File: config.mk
export PLATFORM = sky130hd
export DESIGN_NAME = cmn_bin2onehot_tracker
export DESIGN_NICKNAME = d
export VERILOG_FILES = /design/src/rtl/cmn_bin2onehot_tracker_pkg.sv /design/src/rtl/cmn_bin2onehot.sv /design/src/rtl/cmn_bin2onehot_tracker.sv
export SDC_FILE = /design/constraint.sdc
export NUM_CORES = 1
export LEC_CHECK = 0
export BUFFER_PORTS_ARGS = -buffer_cell sky130_fd_sc_hd__buf_4
export CAP_MARGIN = 20
export CORE_MARGIN = 2
export CORE_UTILIZATION = 54
export CTS_BUF_LIST = sky130_fd_sc_hd__clkbuf_4 sky130_fd_sc_hd__clkbuf_8
export CTS_CLUSTER_SIZE = 24
export DETAILED_ROUTE_END_ITERATION = 10
export PLACE_DENSITY = 0.82
export SYNTH_ARGS = -nofsm -noshare
export SYNTH_HDL_FRONTEND = slang
export SYNTH_SLANG_ARGS = --single-unit
File: constraint.sdc
create_clock -name clk -period 4.1 [get_ports clk]
set_input_delay 0.205 -clock clk [delete_from_list [all_inputs] [get_ports clk]]
set_output_delay 0.205 -clock clk [all_outputs]
set_load 0.005 [all_outputs]
File: src/rtl/cmn_bin2onehot_tracker_pkg.sv
// Purpose: shared types for the binary-to-onehot entry tracker.
// Latency: n/a (types only).
// Backpressure: n/a.
package cmn_bin2onehot_tracker_pkg;

  // One-cycle error pulses raised by the tracker, one bit per error class.
  typedef struct packed {
    logic dbl_set;   // set hit an entry that was already valid
    logic clr_idle;  // clear hit an entry that was not valid
    logic rng;       // a set or clear index was outside the table
  } err_t;

  localparam err_t ERR_NONE = '0;

endpackage

File: src/rtl/cmn_bin2onehot.sv
// Purpose: combinational binary index to onehot decoder.
// Latency: 0 cycles (pure combinational).
// Backpressure: none; indices >= ONEHOT_WIDTH decode to all-zero.
module cmn_bin2onehot
  import cmn_bin2onehot_tracker_pkg::*;
#(
  parameter int ONEHOT_WIDTH = 8,
  localparam int IDX_WIDTH = (ONEHOT_WIDTH > 1) ? $clog2(ONEHOT_WIDTH) : 1
) (
  input  logic [IDX_WIDTH-1:0]    idx,
  output logic [ONEHOT_WIDTH-1:0] onehot
);

  // Each output bit compares against its own position, so an index with no
  // matching position (out of range) leaves every bit low.
  for (genvar g = 0; g < ONEHOT_WIDTH; g++) begin : g_dec
    assign onehot[g] = (idx == IDX_WIDTH'(g));
  end

endmodule

File: src/rtl/cmn_bin2onehot_tracker.sv
// Purpose: per-entry valid tracker driven by binary set/clear indices.
// Latency: 1 cycle from set/clear request to entry_vld/cnt/error update.
// Backpressure: set_rdy low while full; clear is always accepted.
module cmn_bin2onehot_tracker
  import cmn_bin2onehot_tracker_pkg::*;
#(
  parameter int ENTRY_NUM = 8,
  localparam int BIN_WIDTH = $clog2(ENTRY_NUM)
) (
  input  logic                 clk,
  input  logic                 rst,
  input  logic                 set_vld,
  input  logic [BIN_WIDTH-1:0] set_idx,
  output logic                 set_rdy,
  input  logic                 clr_vld,
  input  logic [BIN_WIDTH-1:0] clr_idx,
  output logic [ENTRY_NUM-1:0] entry_vld,
  output logic [ENTRY_NUM-1:0] set_onehot,
  output logic                 set_onehot_vld,
  output logic [BIN_WIDTH:0]   cnt,
  output logic                 full,
  output logic                 empty,
  output logic [BIN_WIDTH-1:0] free_idx,
  output logic                 err_dbl_set,
  output logic                 err_clr_idle,
  output logic                 err_range
);

  localparam logic [BIN_WIDTH:0] ENTRY_NUM_C = (BIN_WIDTH+1)'(ENTRY_NUM);

  logic [ENTRY_NUM-1:0] set_dec;
  logic [ENTRY_NUM-1:0] clr_dec;
  logic [ENTRY_NUM-1:0] set_req_vec;
  logic [ENTRY_NUM-1:0] clr_eff_vec;
  logic [ENTRY_NUM-1:0] set_eff_vec;
  logic [ENTRY_NUM-1:0] vld_nxt;
  logic [BIN_WIDTH:0]   cnt_nxt;
  logic                 set_fire;
  logic                 set_in_rng;
  logic                 clr_in_rng;
  logic                 set_any;
  logic                 clr_any;
  err_t                 err_nxt;
  err_t                 err_q;

  cmn_bin2onehot #(.ONEHOT_WIDTH(ENTRY_NUM)) u_set_dec (
    .idx    (set_idx),
    .onehot (set_dec)
  );

  cmn_bin2onehot #(.ONEHOT_WIDTH(ENTRY_NUM)) u_clr_dec (
    .idx    (clr_idx),
    .onehot (clr_dec)
  );

  assign full     = (cnt == ENTRY_NUM_C);
  assign empty    = (cnt == '0);
  assign set_rdy  = ~full;
  assign set_fire = set_vld && set_rdy;

  assign set_in_rng = ({1'b0, set_idx} < ENTRY_NUM_C);
  assign clr_in_rng = ({1'b0, clr_idx} < ENTRY_NUM_C);

  // Work out which set/clear actually changes state: the clear looks at the
  // old vector, and a set may land on an entry that the same-cycle clear frees,
  // so a same-index set+clear leaves the entry valid with no net count change.
  always_comb begin
    set_req_vec = set_fire ? set_dec : '0;
    clr_eff_vec = clr_vld ? (clr_dec & entry_vld) : '0;
    set_eff_vec = set_req_vec & (~entry_vld | clr_eff_vec);
    vld_nxt     = (entry_vld & ~clr_eff_vec) | set_eff_vec;
    set_any     = |set_eff_vec;
    clr_any     = |clr_eff_vec;
    cnt_nxt     = cnt + (BIN_WIDTH+1)'(set_any) - (BIN_WIDTH+1)'(clr_any);
  end

  // Classify ignored requests into the three error pulses.
  always_comb begin
    err_nxt          = ERR_NONE;
    err_nxt.dbl_set  = |(set_req_vec & entry_vld & ~clr_eff_vec);
    err_nxt.clr_idle = clr_vld && (|(clr_dec & ~entry_vld & ~set_req_vec));
    err_nxt.rng      = (set_fire && !set_in_rng) || (clr_vld && !clr_in_rng);
  end

  // Lowest-index free entry; all-ones when nothing is free.
  always_comb begin
    free_idx = '1;
    for (int i = ENTRY_NUM - 1; i >= 0; i--) begin
      if (!entry_vld[i]) free_idx = BIN_WIDTH'(i);
    end
  end

  // Register valid vector, count, last-set onehot and error pulses.
  always_ff @(posedge clk) begin
    if (rst) begin
      entry_vld      <= '0;
      cnt            <= '0;
      set_onehot     <= '0;
      set_onehot_vld <= 1'b0;
      err_q          <= ERR_NONE;
    end else begin
      entry_vld      <= vld_nxt;
      cnt            <= cnt_nxt;
      set_onehot_vld <= set_any;
      if (set_any) set_onehot <= set_eff_vec;
      err_q          <= err_nxt;
    end
  end

  assign err_dbl_set  = err_q.dbl_set;
  assign err_clr_idle = err_q.clr_idle;
  assign err_range    = err_q.rng;

endmodule

=== After elaboration in Yosys (flattened, before gate mapping) ===
Cells that the tools add are included.
Widths: inputs -> output; s select.

* RAM bits: 0
* Word-level logic and storage cells: 55
* Output and inout port bits: 30
* Bits in read-only memories: 0
* Input port bits: 10
* Bits in registers: 24
* Bits in latches: 0
* Memories kept: 0

* Shift-type cells: 0
* Eq/ne operators: 15
* Divide/modulo/power cells: 0
* $lt $le $gt $ge: 0
* Add/sub/neg operators: 2
* Reductions and logical operators: 9
* Bitwise operators: 13
* Multiplexer cells: 9
* Multiply operators: 0

{| class="wikitable"
|+ Operators by type and width
! kind !! count
|-
| $and 8x8->8 || 7
|-
| $reduce_or 8->1 || 4
|-
| $eq 3x3->1 const B || 8
|-
| $not 8->8 || 3
|-
| $mux 8 || 2
|-
| $or 8x8->8 || 2
|-
| $eq 3x2->1 const B || 4
|-
| $mux 3 || 4
|-
| $eq 3x1->1 const B || 2
|-
| $logic_not 3->1 || 2
|-
| $add 4x1->4 || 1
|-
| $eq 4x4->1 const B || 1
|-
| $logic_not 4->1 || 1
|-
| $mux 2 || 2
|-
| $sub 4x1->4 || 1
|-
| $logic_and 1x1->1 || 2
|-
| $mux 1 || 1
|-
| $not 1->1 || 1
|}

=== Longest topological paths before layout ===
Gate-level depths: netlist of run 1.

* Depth after elaboration: 8
* Gate-level depth with buffers: 15
* Gate-level depth less buffers: 13

=== Cells and area by module ===
Synthesis of run 1 repeated with hierarchy kept, for this count alone.

* Cell total of the unflattened synthesis: 178
* Area, all modules: 1470.2 um^2

{| class="wikitable"
|+ By module, submodules not included
! module !! times used !! area each (um^2) !! cells each
|-
| cmn_bin2onehot_tracker || 1 || 1340.0 || 162
|-
| cmn_bin2onehot || 2 || 65.1 || 8
|}

=== Worst setup path before layout of run 1 ===
OpenSTA, ideal clock, no wires.

* Path type: register -> register
* Start: reg cnt[2]
* End: reg cnt[2]
* Buffers on the path: 2
* Data arrival time: 2.798 ns
* Cell stages (with the launch flop): 16
* Setup time: 0.128 ns
* Slack: 1.175 ns
* Path through: dfxtp_1 -> inv_1 -> ha_1 -> or3b_1 -> buf_6 -> and2_4 -> buf_6 -> a32o_2 -> nor3b_1 -> ha_1 -> inv_1 -> ha_1 -> inv_1 -> fa_1 -> xor2_1 -> nor2_1

* Cells in the longest elaborated chain, start to end: 8

{| class="wikitable"
|+ Ends and longest elaborated chain
! what !! RTL line !! RTL
|-
| start, declared || cmn_bin2onehot_tracker.sv:20 || <nowiki>output logic [BIN_WIDTH:0] cnt,</nowiki>
|-
| start signal, assigned || cmn_bin2onehot_tracker.sv:103 || <nowiki>cnt <= cnt_nxt;</nowiki>
|-
| $eq 4x4->1 || cmn_bin2onehot_tracker.sv:56 || <nowiki>assign full = (cnt == ENTRY_NUM_C);</nowiki>
|-
| $not 1->1 || cmn_bin2onehot_tracker.sv:58 || <nowiki>assign set_rdy = ~full;</nowiki>
|-
| named net set_rdy || cmn_bin2onehot_tracker.sv:14 || <nowiki>output logic set_rdy,</nowiki>
|-
| $logic_and 1x1->1 || cmn_bin2onehot_tracker.sv:59 || <nowiki>assign set_fire = set_vld && set_rdy;</nowiki>
|-
| $mux 8 || cmn_bin2onehot_tracker.sv:68 || <nowiki>set_req_vec = set_fire ? set_dec : '0;</nowiki>
|-
| $and 8x8->8 || cmn_bin2onehot_tracker.sv:70 || <nowiki>set_eff_vec = set_req_vec & (~entry_vld | clr_eff_vec);</nowiki>
|-
| $reduce_or 8->1 || cmn_bin2onehot_tracker.sv:72 || <nowiki>set_any = |set_eff_vec;</nowiki>
|-
| $add 4x1->4 || cmn_bin2onehot_tracker.sv:74 || <nowiki>cnt_nxt = cnt + (BIN_WIDTH+1)'(set_any) - (BIN_WIDTH+1)'(clr_any);</nowiki>
|-
| $sub 4x1->4 || cmn_bin2onehot_tracker.sv:74 ||
|}

The timed path passes the listed nets, and every way through them passes these cells.
A chain may end at the register's enable or synchronous reset.

=== Worst setup path after layout of run 1 ===
* Start: reg cnt[2]
* End: reg cnt[3]

* Cells in the longest elaborated chain, start to end: 8

{| class="wikitable"
|+ Ends and longest elaborated chain
! what !! RTL line
|-
| $eq 4x4->1 || cmn_bin2onehot_tracker.sv:56
|-
| $not 1->1 || cmn_bin2onehot_tracker.sv:58
|-
| $logic_and 1x1->1 || cmn_bin2onehot_tracker.sv:59
|-
| $mux 8 || cmn_bin2onehot_tracker.sv:68
|-
| $and 8x8->8 || cmn_bin2onehot_tracker.sv:70
|-
| $reduce_or 8->1 || cmn_bin2onehot_tracker.sv:72
|-
| $add 4x1->4 (*) || cmn_bin2onehot_tracker.sv:74
|-
| $sub 4x1->4 (*) || cmn_bin2onehot_tracker.sv:74
|}

Mark *: on every way between the ends. The rest lies on a longest branch, timed or not.

==> results.sh, run 1 <==
export IMPL_status="completed"
export IMPL_r2r_slack_ps=980
export IMPL_n_fill_cell=228
export IMPL_dr_pass1_iters=5
export IMPL_port_buffers=38
export IMPL_start_kind="flip-flop"
export IMPL_slowest_stage="or3b_1"
export IMPL_cp_num_buf_inv=2
export IMPL_seqCellArea_um2=460
export IMPL_drc=0
export IMPL_grt_pass1_wl_mm=6.81
export IMPL_grt_pass1_vias=1422
export IMPL_ctsHoldBuffers=0
export IMPL_die_h_um=56.7
export IMPL_wl_mm=4.08
export IMPL_min_from="clr_vld"
export IMPL_synthDistinctLibCells=55
export IMPL_ff2ff_path_depth=13
export IMPL_grt_max_degree=19
export IMPL_pre_cts_ws_ps=1010
export IMPL_synth_edf_count=0
export IMPL_wl_per_cell_um=17.3
export IMPL_start_util_pct=55.8
export IMPL_final_max_slew_viol_count=0
export IMPL_layout_common_cells="buf_4 (38), dfxtp_1 (23), nand2_1 (22), a21oi_1 (12)"
export IMPL_synth_area_um2=1500
export IMPL_ys_warn_count=0
export IMPL_hpwl_mm=2.96
export IMPL_crit_family="simple AND/OR/NAND/NOR gates"
export IMPL_htree_levels=1
export IMPL_cts_setup_buffers=0
export IMPL_instances_no_fill=236
export IMPL_diodes=0
export IMPL_placement_rows=19
export IMPL_cp_arrival_ps=3340
export IMPL_drive_gt1_share_pct=25.4
export IMPL_coreArea_um2=2690
export IMPL_grt_usage_pct=26.9
export IMPL_synth_ff_latch_count=23
export IMPL_powerDensity_nw_per_um2=352
export IMPL_async_flop_share_pct=0
export IMPL_layout_nets=223
export IMPL_dieArea_um2=3210
export IMPL_area_growth_pct=18.4
export IMPL_whs_endpoint="err_clr_idle"
export IMPL_cap_violations=0
export IMPL_mostFrequentLayoutCell="buf_4"
export IMPL_vias=1531
export IMPL_place_congestion=0.933
export IMPL_placed_cells=232
export IMPL_r2r_end="cnt[3]"
export IMPL_grt_ovfl_total=0
export IMPL_hold_viol=0
export IMPL_cts_buffers=3
export IMPL_syn_nets=193
export IMPL_synthCells=176
export IMPL_p_leak_nw=0.736
export IMPL_min_delay_path_depth=3
export IMPL_clockBufferDepth=2
export IMPL_grt_antenna_before_repair=0
export IMPL_timing_setup_tns_ps=0
export IMPL_setup_slack_ps=980
export IMPL_cts_resized=0
export IMPL_irDropWorstVdd_mv=0.339
export IMPL_clk_pin_slew_ps=130
export IMPL_fmax_mhz=321
export IMPL_final_util_pct=66.0
export IMPL_clock_sinks=23
export IMPL_tightest_slew_ps=704
export IMPL_min_path_type="input pin to flip-flop"
export IMPL_synth_seq_area_share_pct=30.7
export IMPL_finalSetupViolCount=0
export IMPL_max_stage_delay_ps=450
export IMPL_worst_setup_path_type="flip-flop to flip-flop"
export IMPL_ctsRootBufferMaster="clkbuf_4"
export IMPL_die_width_um=56.7
export IMPL_via_per_inst=6.49
export IMPL_crit_path_frequent_cell="ha_1"
export IMPL_synth_area_per_cell_um2=8.51
export IMPL_multi_input_area_um2=921
export IMPL_path_max_fanout=8
export IMPL_critical_path_required_ps=4320
export IMPL_crit_chain="inv_1 > ha_1 > or3b_1 > and4_2 > a32o_2 > nor3b_1 > ha_1 > inv_1 > ha_1 > a21o_1 > a21oi_1 > xnor2_1 > nor2_1"
export IMPL_worstSetupEndpointType="flip-flop"
export IMPL_fin_skew_ps=9.13
export IMPL_cts_tree="built"
export IMPL_layout_worst_path_cycle_share_pct=76.1
export IMPL_ios=40
export IMPL_r2r_start="cnt[2]"
export IMPL_ys_flop_type="dfxtp_1"
export IMPL_rsz0062_at_grt="false"
export IMPL_drt_iter0_markers=99
export IMPL_hold_ws_ps=178
export IMPL_max_slew_margin_pct=52.7
export IMPL_worstSkewPairLatency_ps=320
export IMPL_ant_nets=0
export IMPL_fin_crit_ps=3120
## worst max-delay path by stage
stage / from / endpoint / slack [ps] / cells past startpoint
5_1_grt: cnt[2] / cnt[3] / 770 / 13
3_3_place_gp: cnt[2] / cnt[3] / 1200 / 13
4_1_cts: cnt[2] / cnt[3] / 970 / 13
2_1_floorplan: cnt[2] / cnt[2] / 1170 / 15
6_report: cnt[2] / cnt[3] / 980 / 13
3_5_place_dp: cnt[2] / cnt[3] / 1010 / 13
## cells by family (layout without fill, tap and decap cells)
kind of cell / Yosys count / after routing / synth area share, %
simple gates: 72 / 72 / 28.0
compound gates: 41 / 41 / 20.1
flops: 23 / 23 / 30.7
buf+inv: 23 / 52 / 7.77
fa+ha+maj: 7 / 7 / 6.35
mux: 7 / 7 / 5.60
xor+xnor: 2 / 2 / 1.17
other cells: 1 / 1 / 0.250
## report_power, final
group	internal [W]	total (W)	switching, W	leakage [nW]
Combinational	0.000121	0.000241	0.000120	0.530
Clock	0.0000447	0.000114	0.0000694	0.0184
Sequential	0.000246	0.000268	0.0000225	0.187
Total	0.000412	0.000623	0.000212	0.736
## cells in the mapped netlist, drive strengths merged, types with 2 or more instances
master | instances | area share [%]
nand2b | 4 | 1.7
clkbuf | 4 | 1.0
and2 | 2 | 1.0
a21oi | 12 | 4.0
nand2 | 22 | 5.5
o31ai | 2 | 1.0
o21ai | 5 | 1.7
mux2i | 5 | 3.3
and3 | 3 | 1.4
a32o | 9 | 6.1
inv | 10 | 2.5
nand3 | 2 | 0.67
dfxtp | 23 | 31
nor3b | 3 | 1.5
ha | 6 | 5.0
nand4 | 2 | 0.84
nor2b | 8 | 3.3
buf | 9 | 4.3
nor2 | 10 | 2.5
a32oi | 2 | 1.2
nand4b | 3 | 1.8
nor3 | 3 | 1.0
## layer usage
| metal | vias up | routed length (um) | GRT usage (%) |
|---|---|---|---|
| met5 | - | 0 | 0 |
| met4 | 0 | 133 | 12.6 |
| met3 | 16 | 382 | 3.46 |
| met2 | 96 | 2020 | 44.5 |
| met1 | 720 | 1540 | 34.5 |
| li1 | 699 | - | - |
## state kept, by name, indices dropped and copies added (netlist names)
| name | cells |
|---|---|
| set_onehot | 8 |
| set_onehot_vld | 1 |
| err_clr_idle | 1 |
| entry_vld | 8 |
| cnt | 4 |
| err_dbl_set | 1 |
## worst register-to-register path: cells and delay by family, from the launching register on
| family | cells | cell delay (ps) |
|---|---|---|
| XOR/XNOR | 1 | 140 |
| flip-flops | 1 | 340 |
| AND/OR/NAND/NOR | 4 | 1080 |
| buffers and inverters | 2 | 170 |
| adder cells (fa/ha/maj) | 3 | 700 |
| AO/OA/AOI/OAI | 3 | 620 |
## cell type report
| class | instances | area share [%] |
|---|---|---|
| inverters | 10 | 2.12 |
| flip-flops and latches | 23 | 26.0 |
| clock buffers | 4 | 1.69 |
| multi-input cells | 130 | 51.9 |
| repair buffers | 38 | 16.1 |
| well taps | 31 | 2.19 |
## stage by stage
step	power (W)	instance area, um2
6_report	0.000623	1770
5_1_grt	0.000666	1770
4_1_cts	0.000625	1770
3_5_place_dp	0.000513	1740
3_3_place_gp	0.000493	1740
2_1_floorplan	0.000421	1500
(Power assumes the default switching activity.)
==> inputs of run 2 (changes only) <==
==> constraint.sdc (replaced) <==
create_clock -name clk -period 3 [get_ports clk]
set_input_delay 0.15 -clock clk [delete_from_list [all_inputs] [get_ports clk]]
set_output_delay 0.15 -clock clk [all_outputs]
set_load 0.005 [all_outputs]
==> results.sh, run 2 (synthesis gave the netlist of run 1 again) <==
export IMPL_fin_area_um2=1840
export IMPL_switching_share_pct=33.5
export IMPL_fin_crit_ps=2920
export IMPL_p_leak_nw=0.772
export IMPL_htree_levels=1
export IMPL_grt_pass1_vias=1372
export IMPL_ctsHoldBuffers=0
export IMPL_cts_buffers=3
export IMPL_cp_num_buf_inv=3
export IMPL_p_comb_share_pct=40.4
export IMPL_place_congestion=0.926
export IMPL_grt_max_degree=19
export IMPL_clk_pin_slew_ps=120
export IMPL_power_frac_seq_pct=42.9
export IMPL_crit_family="adder cells"
export IMPL_die_h_um=56.7
export IMPL_cp_arrival_ps=3130
export IMPL_grt_pass1_wl_mm=6.35
export IMPL_pre_cts_ws_ps=-49.1
export IMPL_worst_setup_path_type="flip-flop to flip-flop"
export IMPL_path_max_fanout=7
export IMPL_clkPwrFrac_pct=16.7
export IMPL_p_sw_w=0.000288
export IMPL_setup_slack_ps=82.4
export IMPL_ctsRootBufferMaster="clkbuf_4"
export IMPL_placed_cell_area_um2=1770
export IMPL_grt_ovfl_total=0
export IMPL_fmax_mhz=343
export IMPL_clockBufferDepth=2
export IMPL_finalSetupViolCount=0
export IMPL_layout_nets=230
export IMPL_diodes=0
export IMPL_powerDensity_nw_per_um2=467
export IMPL_irDropWorstVdd_mv=0.476
export IMPL_drive_gt1_share_pct=31.6
export IMPL_worstSetupEndpointType="flip-flop"
export IMPL_drt_iter0_markers=101
export IMPL_hold_viol=0
export IMPL_fin_skew_ps=2.99
export IMPL_clock_sinks=23
export IMPL_final_max_slew_viol_count=0
export IMPL_min_path_type="input pin to flip-flop"
export IMPL_ios=40
export IMPL_vias=1499
export IMPL_ant_nets=0
export IMPL_timing_setup_tns_ps=0
export IMPL_max_stage_delay_ps=520
export IMPL_cts_tree="built"
export IMPL_port_buffers=38
export IMPL_cap_violations=0
export IMPL_area_growth_pct=23.0
export IMPL_dr_pass1_iters=4
export IMPL_p_int_w=0.000573
export IMPL_layout_common_cells="buf_4 (45), nand2_1 (22), dfxtp_1 (21), a21oi_1 (12), nor2_1 (10)"
export IMPL_coreArea_um2=2690
export IMPL_start_util_pct=55.8
export IMPL_dieArea_um2=3210
export IMPL_via_per_inst=6.17
export IMPL_worstSkewPairLatency_ps=310
export IMPL_status="completed"
export IMPL_hpwl_mm=2.82
export IMPL_hold_ws_ps=121
export IMPL_multi_input_area_um2=937
export IMPL_drc=0
export IMPL_top_regs="entry_vld: 8 flops, set_onehot: 8 flops, cnt: 4 flops"
export IMPL_layout_worst_path_cycle_share_pct=97.3
export IMPL_mostFrequentLayoutCell="buf_4"
export IMPL_wl_per_cell_um=16.3
export IMPL_n_fill_cell=225
export IMPL_grt_antenna_before_repair=0
export IMPL_slowest_stage="fa_2"
export IMPL_grt_usage_pct=25.1
export IMPL_die_width_um=56.7
export IMPL_wl_mm=3.96
export IMPL_seqCellArea_um2=463
export IMPL_start_kind="flip-flop"
export IMPL_crit_chain="inv_2 > ha_1 > or3b_4 > and2_4 > a32o_2 > nor3b_2 > ha_2 > inv_1 > ha_2 > inv_1 > fa_2 > nor2_1"
export IMPL_placement_rows=19
export IMPL_critical_path_required_ps=3220
## run 2: cell count changes in the layout (fill, tap and decap cells not counted), moves of 2 or more
cell,previous run,this run
dfxtp_2,0,2
buf_4,38,45
ha_2,0,2
ha_1,6,4
dfxtp_1,23,21
## run 2: routing by layer
metal | GRT usage, % | up-vias | share of wire (%)
li1 | - | 716 | -
met1 | 33.5 | 696 | 41
met2 | 40.0 | 75 | 49
met3 | 4.61 | 12 | 8.0
met4 | 9.52 | 0 | 2.3
met5 | 0 | - | 0
## run 2: final cells by class
cell class,count,share of cell area (%)
Clock buffer,3,1.22
Timing Repair Buffer,45,18.3
Multi-Input combinational cell,130,50.9
Tap cell,31,2.11
Sequential cell,23,25.1
Clock inverter,1,0.272
Inverter,10,2.04
## run 2: final timing paths
check                      from            end  slack (ps)  depth (start not counted)
setup reg to reg         cnt[2]         cnt[1]          80                         12
setup / recovery         cnt[2]         cnt[1]          80                         12
hold / removal       set_idx[0]   entry_vld[3]         120                          3
hold reg to reg   set_onehot[0]  set_onehot[0]         480                          1
## run 2: stage by stage
| step | utilization, % | cells | total power, W |
|---|---|---|---|
| floorplan | - | 176 | 0.000575 |
| detailed placement | 66.0 | 236 | 0.000693 |
| global route | 68.6 | 243 | 0.000921 |
| global placement | 66.0 | 236 | 0.000679 |
| CTS | 67.2 | 240 | 0.000834 |
| finish | 68.6 | 243 | 0.000861 |
## run 2: power groups by stage
stage | Sequential, W | Clock, W | Combinational, W
floorplan | 0.000368 | 0 | 0.000207
global placement | 0.000369 | 0 | 0.000311
detailed placement | 0.000372 | 0 | 0.000321
CTS | 0.000365 | 0.000145 | 0.000324
global route | 0.000374 | 0.000164 | 0.000384
finish | 0.000370 | 0.000144 | 0.000347
## run 2: what timing repair did
action | 4_1_cts | 5_1_grt
buffers inserted | 0 | 3
resized for setup | 1 | 8
setup endpoints to repair | 2 | 3
pin swaps | 0 | 4
## run 2: worst register-to-register path, cell delays in order, from the launching register on
cell and delay [ps]:
dfxtp_2 350, inv_2 70, ha_1 150, or3b_4 410, and2_4 160, a32o_2 270, nor3b_2 220, ha_2 300
inv_1 60, ha_2 190, inv_1 60, fa_2 520, nor2_1 50
